`config.mk`:
```
export PLATFORM = sky130hd
export DESIGN_NAME = pc_unit
export DESIGN_NICKNAME = d
export VERILOG_FILES = /design/src/rtl/pc_pkg.sv /design/src/rtl/pc_ras.sv /design/src/rtl/pc_unit.sv
export SDC_FILE = /design/constraint.sdc
export NUM_CORES = 1
export LEC_CHECK = 0
export BUFFER_PORTS_ARGS = -buffer_cell sky130_fd_sc_hd__buf_2
export CAP_MARGIN = 20
export CELL_PAD_IN_SITES_DETAIL_PLACEMENT = 0
export CELL_PAD_IN_SITES_GLOBAL_PLACEMENT = 1
export CORE_ASPECT_RATIO = 1.4
export CORE_MARGIN = 1
export CORE_UTILIZATION = 44
export CTS_CLUSTER_SIZE = 30
export DETAILED_ROUTE_END_ITERATION = 8
export GPL_ROUTABILITY_DRIVEN = 0
export PLACE_DENSITY_LB_ADDON = 0.1
export SLEW_MARGIN = 20
export SYNTH_ARGS = -nofsm -noshare
export SYNTH_HDL_FRONTEND = slang
export SYNTH_SLANG_ARGS = --single-unit
export TNS_END_PERCENT = 5
```
`constraint.sdc`:
```
create_clock -name clk -period 7.3 [get_ports clk]
set_input_delay 0 -clock clk [delete_from_list [all_inputs] [get_ports clk]]
set_output_delay 0 -clock clk [all_outputs]
set_load 0.005 [all_outputs]
```
`src/rtl/pc_pkg.sv`:
```
// pc_pkg: shared definitions for the program-counter unit and the control FSM.
//   - pc_sel_e      : next-PC source encodings driven on pc_sel
//   - DEF_RESET_VEC : default PC after reset
//   - DEF_EXC_VEC   : default exception / trap vector
//   - is_misaligned : word-alignment check on the low address bits
package pc_pkg;

  typedef enum logic [2:0] {
    PC_SEQ = 3'd0,
    PC_BR  = 3'd1,
    PC_J   = 3'd2,
    PC_JR  = 3'd3,
    PC_RET = 3'd4
  } pc_sel_e;

  localparam logic [31:0] DEF_RESET_VEC = 32'h0000_0000;
  localparam logic [31:0] DEF_EXC_VEC   = 32'h0000_0180;

  // Instruction addresses must be word aligned; any set bit in [1:0] traps.
  function automatic logic is_misaligned(input logic [1:0] low_bits);
    return (low_bits != 2'b00);
  endfunction

endpackage

```
`src/rtl/pc_ras.sv`:
```
// pc_ras: circular return-address stack.
//   clk, reset : clock, asynchronous active-high reset (pointer and count only)
//   push       : write din as the new top entry
//   pop        : discard the top entry (ignored when empty)
//   din        : return address to push
//   top        : current top entry
//   empty/full : occupancy flags
// Push on a full stack overwrites the oldest entry. Push together with a
// pop replaces the top entry in place.
module pc_ras
  import pc_pkg::*;
#(
  parameter int WIDTH = 32,
  parameter int DEPTH = 4
) (
  input  logic             clk,
  input  logic             reset,
  input  logic             push,
  input  logic             pop,
  input  logic [WIDTH-1:0] din,
  output logic [WIDTH-1:0] top,
  output logic             empty,
  output logic             full
);

  localparam int PW = $clog2(DEPTH);
  localparam int CW = $clog2(DEPTH + 1);
  localparam logic [CW-1:0] DEPTH_C = CW'(DEPTH);

  logic [WIDTH-1:0] mem_r [DEPTH];
  logic [PW-1:0]    ptr_r;
  logic [CW-1:0]    count_r;

  logic          pop_s;
  logic          swap_s;
  logic          push_only_s;
  logic          pop_only_s;
  logic [PW-1:0] ptr_inc_s;
  logic [PW-1:0] ptr_dec_s;

  // Decode the requested operation; a pop on an empty stack is a no-op.
  always_comb begin
    pop_s       = pop & ~empty;
    swap_s      = pop_s & push;
    push_only_s = push & ~pop_s;
    pop_only_s  = pop_s & ~push;
    // DEPTH is a power of two, so the pointer wraps naturally.
    ptr_inc_s   = ptr_r + PW'(1'b1);
    ptr_dec_s   = ptr_r - PW'(1'b1);
  end

  // Top pointer and occupancy count.
  always_ff @(posedge clk or posedge reset) begin
    if (reset) begin
      ptr_r   <= {PW{1'b0}};
      count_r <= {CW{1'b0}};
    end else if (push_only_s) begin
      ptr_r <= ptr_inc_s;
      if (!full) begin
        count_r <= count_r + CW'(1'b1);
      end
    end else if (pop_only_s) begin
      ptr_r   <= ptr_dec_s;
      count_r <= count_r - CW'(1'b1);
    end
  end

  // Entry storage; contents are not reset, only the pointer/count are.
  always_ff @(posedge clk) begin
    if (swap_s) begin
      mem_r[ptr_r] <= din;
    end else if (push_only_s) begin
      mem_r[ptr_inc_s] <= din;
    end
  end

  assign top   = mem_r[ptr_r];
  assign empty = (count_r == {CW{1'b0}});
  assign full  = (count_r == DEPTH_C);

endmodule

```
`src/rtl/pc_unit.sv`:
```
// pc_unit: program counter with next-PC selection, exception/ERET handling,
// misalignment trapping and a return-address stack.
//   clk, reset     : clock, asynchronous active-high reset
//   pc_en          : PC write enable; nothing changes while low
//   pc_sel         : next-PC source (pc_sel_e)
//   br_target      : branch target
//   j_target       : jump target
//   jr_target      : register target; fallback for PC_RET on an empty stack
//   push           : push pc_plus onto the return stack
//   exc / eret     : take exception / return from exception
//   pc, epc        : registered PC and saved exception PC
//   pc_plus        : pc + INC
//   align_err      : trap indication for the current enabled cycle
//   ras_empty/full : return stack occupancy
//   ras_underflow  : sticky, a return was attempted on an empty stack
module pc_unit
  import pc_pkg::*;
#(
  parameter int               WIDTH     = 32,
  parameter logic [WIDTH-1:0] RESET_VEC = DEF_RESET_VEC,
  parameter logic [WIDTH-1:0] EXC_VEC   = DEF_EXC_VEC,
  parameter int               INC       = 4,
  parameter int               RAS_DEPTH = 4
) (
  input  logic             clk,
  input  logic             reset,
  input  logic             pc_en,
  input  logic [2:0]       pc_sel,
  input  logic [WIDTH-1:0] br_target,
  input  logic [WIDTH-1:0] j_target,
  input  logic [WIDTH-1:0] jr_target,
  input  logic             push,
  input  logic             exc,
  input  logic             eret,
  output logic [WIDTH-1:0] pc,
  output logic [WIDTH-1:0] pc_plus,
  output logic [WIDTH-1:0] epc,
  output logic             align_err,
  output logic             ras_empty,
  output logic             ras_full,
  output logic             ras_underflow
);

  localparam logic [WIDTH-1:0] INC_W = WIDTH'(INC);

  logic [WIDTH-1:0] pc_r;
  logic [WIDTH-1:0] epc_r;
  logic             underflow_r;

  logic [WIDTH-1:0] ras_top_s;
  logic [WIDTH-1:0] target_s;
  logic [WIDTH-1:0] pc_next_s;
  logic             ret_sel_s;
  logic             normal_s;
  logic             trap_s;
  logic             flow_s;
  logic             ras_push_s;
  logic             ras_pop_s;
  logic             uf_set_s;

  assign pc_plus = pc_r + INC_W;

  // Next-PC selection, trap detection and return-stack control.
  always_comb begin
    ret_sel_s = 1'b0;
    case (pc_sel)
      PC_SEQ: target_s = pc_plus;
      PC_BR:  target_s = br_target;
      PC_J:   target_s = j_target;
      PC_JR:  target_s = jr_target;
      PC_RET: begin
        ret_sel_s = 1'b1;
        if (ras_empty) begin
          target_s = jr_target;
        end else begin
          target_s = ras_top_s;
        end
      end
      default: target_s = pc_plus;
    endcase

    // exc/eret override the selected target, so only an ordinary flow
    // change can trap; a trapped cycle leaves the stack untouched.
    normal_s   = pc_en & ~exc & ~eret;
    trap_s     = normal_s & is_misaligned(target_s[1:0]);
    flow_s     = normal_s & ~trap_s;
    ras_push_s = flow_s & push;
    ras_pop_s  = flow_s & ret_sel_s;
    uf_set_s   = ras_pop_s & ras_empty;

    if (exc | trap_s) begin
      pc_next_s = EXC_VEC;
    end else if (eret) begin
      pc_next_s = epc_r;
    end else begin
      pc_next_s = target_s;
    end
  end

  // PC, EPC and sticky underflow flag.
  always_ff @(posedge clk or posedge reset) begin
    if (reset) begin
      pc_r        <= RESET_VEC;
      epc_r       <= {WIDTH{1'b0}};
      underflow_r <= 1'b0;
    end else if (pc_en) begin
      pc_r <= pc_next_s;
      if (exc | trap_s) begin
        epc_r <= pc_r;
      end
      if (uf_set_s) begin
        underflow_r <= 1'b1;
      end
    end
  end

  pc_ras #(
    .WIDTH (WIDTH),
    .DEPTH (RAS_DEPTH)
  ) u_ras (
    .clk   (clk),
    .reset (reset),
    .push  (ras_push_s),
    .pop   (ras_pop_s),
    .din   (pc_plus),
    .top   (ras_top_s),
    .empty (ras_empty),
    .full  (ras_full)
  );

  assign pc            = pc_r;
  assign epc           = epc_r;
  assign align_err     = trap_s;
  assign ras_underflow = underflow_r;

endmodule
```
==> metrics.txt <==
post-synth top area share=0.383; aggregate global routing overflow=0; internal cell power=about 2.1 mW; initial antenna violation count=0; via count=between 7000 and 8000; most common cell in the netlist=sky130_fd_sc_hd__edfxtp_1; result of the run=complete, no violations; async set-or-reset flop fraction in the synthesized netlist=0.354; unrepaired setup endpoints after global routing=false; DR top layer=met4; crit path setup slack, layout=roughly 2.8 ns; critical path cell sequence=or3_1, buf_4, a211oi_1, nor3_1, nor4_4, nand2_1, inv_1, ha_1, xor2_1, nor3b_2, buf_4; sum of internal, switching and leakage power=about 3 mW; Max stage delay on crit path=slightly below 0.6 ns; mean cell area of the mapped netlist=roughly 13 sq um; Worst Skew=roughly 0.011 ns; Post-CTS Repair Setup Buffers=0; routed wl met2=about 18000 um; total power per unit cell area=258 nW/um^2; minimum hold slack=approximately 0.036 ns; critical path fanouts, max=25; number of sinks on the clock net=around 200; clock tree from TritonCTS=done; length of routed met3 wiring=2100 um; count of boundary I/O pins=approximately 200; cell repeated most along the worst path=sky130_fd_sc_hd__buf_4; synth-to-layout area growth=19.2%; remaining antenna violation count after routing=0; slowest stage cell on the critical path=sky130_fd_sc_hd__nor3b_2; Iter 0 DRT Violations=about 690; I/O Buffers=around 200; leading cell types by count after synthesis=sky130_fd_sc_hd__edfxtp_1, sky130_fd_sc_hd__dfrtp_1, sky130_fd_sc_hd__nand2_1; final worst path period share=0.620; total number of placement rows=65; proportion of layout cells with a drive suffix above 1=0.340; number of enable flip-flop cells after synthesis=between 100 and 150; proportion of synthesized chip area in sequential cells=0.557; chip width=130 um; final critical delay including setup and external delays=between 4 and 5 ns; Netlist cell types=between 60 and 70; Die Outline Area=between 20000 and 25000 sq um; root cell of the clock tree=sky130_fd_sc_hd__clkbuf_16; Die Ht=181 um; total length of routed wires=around 34000 um; Final Non-Filler Cells=1301; critical path endpoint category=flop; buffer levels on the longest clock path=2; Pins Over Slew Limit=0; path type of the worst setup path=reg -> reg; post-synth top area cell=sky130_fd_sc_hd__edfxtp_1; number of nets in the final layout=approximately 1100; worst min-delay path category=in -> reg; clock-pin slew on the worst setup and hold paths=around 0.08 ns; prevailing post-synth register cell=sky130_fd_sc_hd__edfxtp_1; VDD IR-drop max=around 170 uV; part of the power in registers=0.440; source-to-sink clock delay at the later pin of the worst-skew pair=0.44 ns; leading post-synthesis cells by cell area=sky130_fd_sc_hd__edfxtp_1, sky130_fd_sc_hd__dfrtp_1, sky130_fd_sc_hd__mux4_2; pin slew with the least headroom to its limit=just under 1 ns; cts repair resizes=0; required time at the endpoint of the critical path=around 7.4 ns; post-detailed-route DRC marker count=0; leakage power summed over all cells=approximately 4.9 nW; ANT cells=0; vias in the first global route=between 7000 and 8000; synthesized area=between 10000 and 15000 sq um; YS warnings=0; Final Hold Viols=0; largest net degree at the start of global routing=50; switching power of the nets=a little over 1 mW; starting utilization of the core area=0.447; worst slew slack as a fraction of its limit=0.336; share of total power in the clock network=0.296; number of maximum-capacitance violations=0; maximum clock frequency=approximately 220 MHz; #FFs+latches synth=198; aggregate negative setup slack=0 ns; GRT Total Usage=0.303; post-detailed-route via-to-cell ratio=5.96; Wirelength per Cell=roughly 26 um; sort of element at the start of the critical path=flop; wire length of the first global-routing pass=between 50000 and 60000 um; Placement Setup Slack=2.78 ns; Finish-stage setup viols=0; dpl hpwl=about 24000 um; switching part of the total power=0.326; cell count after synthesis=around 800; data arrival time of the worst path=roughly 4.6 ns; number of detailed-route iterations in the first pass=5; routed length on met1=about 13000 um; clock buffer count from CTS=17; Gate power share=0.264; Clock H-tree levels=4; core region area=between 20000 and 25000 sq um; synthesized net count=just over 900; Cell Count Post-Placement=around 1300
layout by cell type (no fill, tap or decap), types with 7 or more instances in the layout:
cell                            count
sky130_fd_sc_hd__mux4_2            32
sky130_fd_sc_hd__xnor2_1           21
sky130_fd_sc_hd__dfrtp_1           69
sky130_fd_sc_hd__and3_1             9
sky130_fd_sc_hd__nand2b_1           9
sky130_fd_sc_hd__o32ai_1            8
sky130_fd_sc_hd__a221oi_1          10
sky130_fd_sc_hd__a211oi_1           9
sky130_fd_sc_hd__buf_4             17
sky130_fd_sc_hd__mux2_4            17
sky130_fd_sc_hd__mux2i_1           26
sky130_fd_sc_hd__nor3_1             9
sky130_fd_sc_hd__o221ai_1           9
sky130_fd_sc_hd__buf_2            204
sky130_fd_sc_hd__o21ai_0           25
sky130_fd_sc_hd__nand4_1           11
sky130_fd_sc_hd__or3_1              7
sky130_fd_sc_hd__nand3_1           25
sky130_fd_sc_hd__edfxtp_1         128
sky130_fd_sc_hd__clkbuf_16         17
sky130_fd_sc_hd__nor2_1            41
sky130_fd_sc_hd__dlygate4sd3_1      7
sky130_fd_sc_hd__nor2b_1           12
sky130_fd_sc_hd__inv_1             27
sky130_fd_sc_hd__a221o_1            9
sky130_fd_sc_hd__mux2_2            21
sky130_fd_sc_hd__a21oi_1           40
sky130_fd_sc_hd__nand2_1           68
sky130_fd_sc_hd__o22ai_1            9
sky130_fd_sc_hd__xor2_1            11
sequential cells by signal (all words and copies together), names as in the netlist:
signal,flops
u_ras.mem_r,128
epc,32
pc,32
u_ras.count_r,3
u_ras.ptr_r,2
ras_underflow,1
power by group through the flow:
stage	logic [mW]	registers, mW	clock network (mW)
after floorplan	0.562	1.34	0
after global placement	0.813	1.38	0
after detailed placement	0.816	1.38	0
after CTS	0.821	1.36	0.920
after global routing	0.883	1.37	0.972
final	0.816	1.36	0.915
layout make-up:
class	count	area (sq um)
multi-input cells	514	4100
inverters	28	105
repair buffers	228	1220
flip-flops and latches	198	5600
clock inverters	15	138
clock buffers	17	425
fillers	2033	10500
well taps	301	377
through the flow:
stage / area (sq um) / utilization
after global routing: 12000 / 0.533
after global placement: 11300 / 0.505
after floorplan: 10000 / -
final: 12000 / 0.533
after CTS: 12000 / 0.533
after detailed placement: 11300 / 0.505
critical path, delay by kind of cell, from the launching register on:
kind / cells / cell delay (ns)
fa+ha+maj: 1 / 0.25
buf+inv: 3 / 0.92
xor+xnor: 1 / 0.18
simple gates: 5 / 2.00
compound gates: 1 / 0.31
flops: 1 / 0.47
timing repair:
item | 4_1_cts | 5_1_grt
endpoints found under the hold margin | 27 | 0
setup endpoints to repair | 0 | 0
hold buffers | 7 | 0
layer usage:
metal	global-route usage	up-vias
met1	0.371	3930
met3	0.0435	54
met2	0.527	355
li1	-	3417
met5	0	-
met4	0.126	0
worst paths after layout:
| path | cells past startpoint | startpoint | slack (ns) | end |
|---|---|---|---|---|
| min in group asynchronous | 3 | reset | 0.15 | epc[21] |
| max reg2reg | 11 | u_ras.count_r[0] | 2.77 | u_ras.mem_r[1][0] |
| max in group asynchronous | 4 | reset | 5.98 | u_ras.ptr_r[0] |
| min reg2reg | 2 | epc[1] | 0.52 | pc[1] |
| max | 11 | u_ras.count_r[0] | 2.77 | u_ras.mem_r[1][0] |
| min | 4 | jr_target[4] | 0.04 | pc[4] |
logic make-up after synthesis:
family / share of synthesized area
simple gates: 0.109
flops: 0.557
compound gates: 0.115
mux: 0.147
buf+inv: 0.0364
xor+xnor: 0.0279
fa+ha+maj: 0.00698
Note: power is estimated with default switching activity, not from simulation.
